**config.mk**
```make
export PLATFORM = sky130hd
export DESIGN_NAME = word_packer
export DESIGN_NICKNAME = d
export VERILOG_FILES = /design/src/rtl/word_packer_pkg.sv /design/src/rtl/word_packer_ctrl.sv /design/src/rtl/word_packer.sv
export SDC_FILE = /design/constraint.sdc
export NUM_CORES = 1
export LEC_CHECK = 0
export ABC_AREA = 1
export BUFFER_PORTS_ARGS = -buffer_cell sky130_fd_sc_hd__buf_2
export CAP_MARGIN = 20
export CORE_ASPECT_RATIO = 2
export CORE_UTILIZATION = 28
export CTS_CLUSTER_SIZE = 40
export DETAILED_ROUTE_END_ITERATION = 8
export GPL_TIMING_DRIVEN = 0
export MAX_ROUTING_LAYER = met4
export PLACE_DENSITY_LB_ADDON = 0.12
export SETUP_SLACK_MARGIN = 0.2
export SLEW_MARGIN = 20
export SYNTH_ARGS = -nofsm -noshare
export SYNTH_HDL_FRONTEND = slang
export SYNTH_SLANG_ARGS = --single-unit
```
**constraint.sdc**
```tcl
create_clock -name clock -period 1.75 [get_ports clock]
set_input_delay 0.0875 -clock clock [delete_from_list [all_inputs] [get_ports clock]]
set_output_delay 0.0875 -clock clock [all_outputs]
set_load 0.05 [all_outputs]
```
**src/rtl/word_packer_pkg.sv**
```systemverilog
// Shared definitions for the word_packer slice: default geometry, derived widths, FSM encoding.
// Optional early frame close is enabled by defining WORD_PACKER_PAD_EN.
package word_packer_pkg;

    localparam int N_WORDS_DEF = 12;
    localparam int NB_DATA_DEF = 8;
    localparam int NB_BUS      = N_WORDS_DEF * NB_DATA_DEF;
    localparam int NB_CNT      = $clog2(N_WORDS_DEF + 1);

    typedef enum logic {
        FILL = 1'b0,
        HOLD = 1'b1
    } state_e;

endpackage

```
**src/rtl/word_packer_ctrl.sv**
```systemverilog
// Frame control for word_packer: FILL/HOLD FSM, word counter, handshake outputs, slot write enables.
// With WORD_PACKER_PAD_EN defined, i_last on an accepted word closes the frame early.
module word_packer_ctrl
    import word_packer_pkg::*;
#(
    parameter int N_WORDS = N_WORDS_DEF
) (
    input  logic                           clock,
    input  logic                           reset,
    input  logic                           i_valid,
    input  logic                           i_last,
    input  logic                           i_ready,
    output logic                           o_ready,
    output logic                           o_valid,
    output logic [$clog2(N_WORDS+1)-1:0]   o_count,
    output logic [N_WORDS-1:0]             wr_en_o,
    output logic                           clr_o
);

    localparam int CW = $clog2(N_WORDS + 1);

    state_e          state_q, state_d;
    logic [CW-1:0]   cnt_q, cnt_d;
    logic [CW-1:0]   count_q, count_d;
    logic            ready_q, ready_d;
    logic            valid_q, valid_d;
    logic            accept;
    logic            close;

    assign accept = i_valid && ready_q;

`ifdef WORD_PACKER_PAD_EN
    assign close = (cnt_q == CW'(N_WORDS - 1)) || i_last;
`else
    logic unused_last;
    assign unused_last = i_last;
    assign close = (cnt_q == CW'(N_WORDS - 1));
`endif

    always_ff @(posedge clock or negedge reset) begin
        if (!reset) begin
            state_q <= FILL;
            cnt_q   <= '0;
            count_q <= '0;
            ready_q <= 1'b0;
            valid_q <= 1'b0;
        end else begin
            state_q <= state_d;
            cnt_q   <= cnt_d;
            count_q <= count_d;
            ready_q <= ready_d;
            valid_q <= valid_d;
        end
    end

    always_comb begin
        state_d = state_q;
        cnt_d   = cnt_q;
        count_d = count_q;
        ready_d = ready_q;
        valid_d = valid_q;
        wr_en_o = '0;
        clr_o   = 1'b0;

        case (state_q)
            FILL: begin
                // ready_q is low only on the first cycle after reset release
                ready_d = 1'b1;
                if (accept) begin
                    for (int k = 0; k < N_WORDS; k++) begin
                        wr_en_o[k] = (cnt_q == CW'(k));
                    end
                    cnt_d = cnt_q + 1'b1;
                    if (close) begin
                        state_d = HOLD;
                        ready_d = 1'b0;
                        valid_d = 1'b1;
                        count_d = cnt_q + 1'b1;
                    end
                end
            end
            HOLD: begin
                if (i_ready) begin
                    clr_o   = 1'b1;
                    state_d = FILL;
                    cnt_d   = '0;
                    count_d = '0;
                    ready_d = 1'b1;
                    valid_d = 1'b0;
                end
            end
            default: begin
                state_d = FILL;
            end
        endcase
    end

    assign o_ready = ready_q;
    assign o_valid = valid_q;
    assign o_count = count_q;

endmodule

```
**src/rtl/word_packer.sv**
```systemverilog
// Serial-to-parallel word packer feeding the sum-of-products multiplier; word k lands at bits [(k+1)*NB_DATA-1 -: NB_DATA].
// Define WORD_PACKER_PAD_EN to let i_last close a short, zero-padded frame.
module word_packer
    import word_packer_pkg::*;
#(
    parameter int N_WORDS = N_WORDS_DEF,
    parameter int NB_DATA = NB_DATA_DEF
) (
    input  logic                           clock,
    input  logic                           reset,
    input  logic [NB_DATA-1:0]             i_data,
    input  logic                           i_valid,
    input  logic                           i_last,
    output logic                           o_ready,
    output logic [N_WORDS*NB_DATA-1:0]     o_data,
    output logic                           o_valid,
    input  logic                           i_ready,
    output logic [$clog2(N_WORDS+1)-1:0]   o_count
);

    logic [N_WORDS-1:0] wr_en;
    logic               clr;
    logic [NB_DATA-1:0] slot_q [N_WORDS];

    word_packer_ctrl #(
        .N_WORDS (N_WORDS)
    ) u_ctrl (
        .clock   (clock),
        .reset   (reset),
        .i_valid (i_valid),
        .i_last  (i_last),
        .i_ready (i_ready),
        .o_ready (o_ready),
        .o_valid (o_valid),
        .o_count (o_count),
        .wr_en_o (wr_en),
        .clr_o   (clr)
    );

    // Clearing on handshake keeps unused slots at zero, a neutral pad for the multiplier
    always_ff @(posedge clock or negedge reset) begin
        if (!reset) begin
            for (int k = 0; k < N_WORDS; k++) begin
                slot_q[k] <= '0;
            end
        end else if (clr) begin
            for (int k = 0; k < N_WORDS; k++) begin
                slot_q[k] <= '0;
            end
        end else begin
            for (int k = 0; k < N_WORDS; k++) begin
                if (wr_en[k]) begin
                    slot_q[k] <= i_data;
                end
            end
        end
    end

    for (genvar g = 0; g < N_WORDS; g++) begin : g_bus
        assign o_data[(g+1)*NB_DATA-1 -: NB_DATA] = slot_q[g];
    end

endmodule

```
==> metrics.cfg <==
[place]
placed_area_um2=5440
portBuffers=113
gp_congestion=0.828
placed_cells=821
hpwl_um=9990

[floorplanning]
die_w_um=92.5
initial_core_util_pct=28.9
die_h_um=183
fp-row-count=65
core_um2=15900
die_area_um2=16900
io_pins=115

[timing]
max-slew-margin-rel_pct=60.2
clock_skew_ps=5.99
hold_viol=0
setup_violations=0
max_slew.worst_pin.slew_ps=597
drv_slew=0
rsz0062_at_grt=yes
period_minus_slack_ps=1530
fin_crit_sh_pct=87.3
setup-tns-final_ps=0
timing.fmax_mhz=654

[synthesis]
netlist_top_cells_area=dfrtp_1 (58%), nand2_1 (18%), nand3_1 (10%), nand3_2 (1.5%), nand3_4 (1.5%)
ys_warn_count=0
yosysUniqueCellTypes=22
yosys.area.top_type=dfrtp_1
syn_area_per_cell_um2=9.06
synth-seq-cells=107
syn_inst=506
syn-num-nets=523
yosysSeqAreaShare_pct=58.4
yosysTopAreaCellShare_pct=58.4
synth_area_um2=4590

[final_layout]
mostFrequentLayoutCells=nand2_1 (215), buf_2 (113), dfrtp_1 (104), nand3_1 (94), inv_1 (15)
fin_util_pct=37.0
syn2layout_area_growth_pct=27.8
nets=655
final_cell_area_um2=5860
final_common_cell=nand2_1
layout-drive-gt1-share_pct=29.8
instances_no_fill=843
insertedDiodeCount=0

[clock_tree]
htree_levels=3
cts_sinks=107
cts_tree=yes
cts_buffer_depth=2
clkTransAtPathRegs_ps=70
clock_latency_ps=350
clockRootBuffer=clkbuf_16
cts_made_buffers=9

[global_routing]
overflow=0
grt_pass1_wl_um=22300
grt_pass1_vias=3911
grt_start_max_net_pins=74
antenna_found_initial=0
track_usage_pct=18.2

[hold_path]
min_to=u_ctrl.state_q$_DFF_PN0_
whs_path_depth=3
hold_start=i_ready
worstHoldPathType=input port to flop

[critical_path]
worstReg2RegStart=u_ctrl.state_q$_DFF_PN0_
worst_ep_required_time_ps=2040
cp_data_arrival_time_ps=1820
endpoint_kind=flop
crit_path_start_kind=flop
critPathMaxFanout=10
reg2reg_slack_ps=220
reg2regPathDepth=6
r2r-end=o_data[57]$_DFFE_PN0P_
path_class=flop to flop

[drt]
drt_iter0_drc=252
wl_per_cell_um=17.0
vias=3908
finalWirelength_um=14300
drc=0
via_per_inst=4.64
antenna_left=0
dr.pass1.iters=4

[flow_run]
maxCapViolations=0

[outcome]
status=complete, no violations

[pwr]
ir_drop_v=0.000799
power.total_uw=13200
leakage_uw=0.00328
pwr_density_cell_nw_per_um2=2250

## flip-flops by register name (all words and copies together), names as in the netlist
signal / cells
u_ctrl.o_valid: 1
u_ctrl.o_ready: 1
o_data: 96
u_ctrl.cnt_q: 4
u_ctrl.o_count: 4
u_ctrl.state_q: 1
## how the worst max path moves through the flow
stage / start / endpoint / slack [ps] / depth (start not counted)
floorplan: u_ctrl.o_ready$_DFFE_PN0P_ / o_data[39]$_DFFE_PN0P_ / 290 / 7
global placement: reset / u_ctrl.o_ready$_DFFE_PN0P_ / -900 / 1
detailed placement: u_ctrl.state_q$_DFF_PN0_ / o_data[3]$_DFFE_PN0P_ / -50 / 7
CTS: u_ctrl.state_q$_DFF_PN0_ / o_data[43]$_DFFE_PN0P_ / 190 / 7
global route: u_ctrl.cnt_q[1]$_DFFE_PN0P_ / o_data[13]$_DFFE_PN0P_ / 110 / 6
finish: u_ctrl.state_q$_DFF_PN0_ / o_data[57]$_DFFE_PN0P_ / 220 / 6
## per-stage QoR
stage,setup WS [ps],hold WS [ps]
2_1_floorplan,285,-208
3_3_place_gp,-898,391
6_report,222,58.7
5_1_grt,114,70.0
3_5_place_dp,-48.4,14.2
4_1_cts,191,49.2
## power breakdown
part | total (uW) | switching [uW] | internal [uW]
logic | 6900 | 5370 | 1520
registers | 4250 | 707 | 3540
clock network | 2040 | 903 | 1140
total | 13200 | 6980 | 6210
## synth_stat cells, drive strengths merged
| cell | count |
|---|---|
| or2 | 1 |
| inv | 18 |
| nand4 | 2 |
| clkbuf | 8 |
| a21oi | 1 |
| ha | 4 |
| clkinv | 5 |
| nor2 | 14 |
| nand3 | 105 |
| buf | 13 |
| o21ai | 6 |
| dfrtp | 107 |
| nand2 | 222 |
## final cells by class
| class | instances | area (um2) |
|---|---|---|
| Sequential cell | 107 | 2680 |
| Buffer | 21 | 155 |
| Tap cell | 201 | 251 |
| Clock buffer | 12 | 246 |
| Multi-Input combinational cell | 355 | 1740 |
| Timing Repair Buffer | 121 | 654 |
| Fill cell | 1656 | 10000 |
| Inverter | 23 | 92.6 |
| Clock inverter | 3 | 40.0 |
## layer usage
layer	up-vias	GRT usage [%]	share of wire, %
met4	0	6.56	0.87
met5	-	-	0
met1	1924	21.1	41
met3	4	2.28	3.8
li1	1878	-	-
met2	102	31.8	55
## critical path: stages, from the launching register on
cell and delay [ps]:
dfrtp_2 460, nor2_4 220, buf_6 220, nand3_2 220
clkinv_2 180, nand2_1 90, nand2_1 70
## cell families (layout without fill, tap and decap cells)
kind of cell	Yosys count	count (layout)	share of synthesized area, %
and+or+nand+nor	344	344	35.2
adders and majority gates	4	4	1.09
buffers and inverters	44	180	4.53
DFF	107	107	58.4
AOI/OAI and AO/OA	7	7	0.764
## what timing repair did
action / 4_1_cts / 5_1_grt
hold endpoints to repair: 34 / 0
gates cloned: 0 / 1
pin swaps: 0 / 1
endpoints found under the setup margin: 73 / 93
hold buffers: 1 / 0
buffers inserted: 2 / 3
gates resized for setup: 14 / 11
Power figures use the tool's default switching activity.
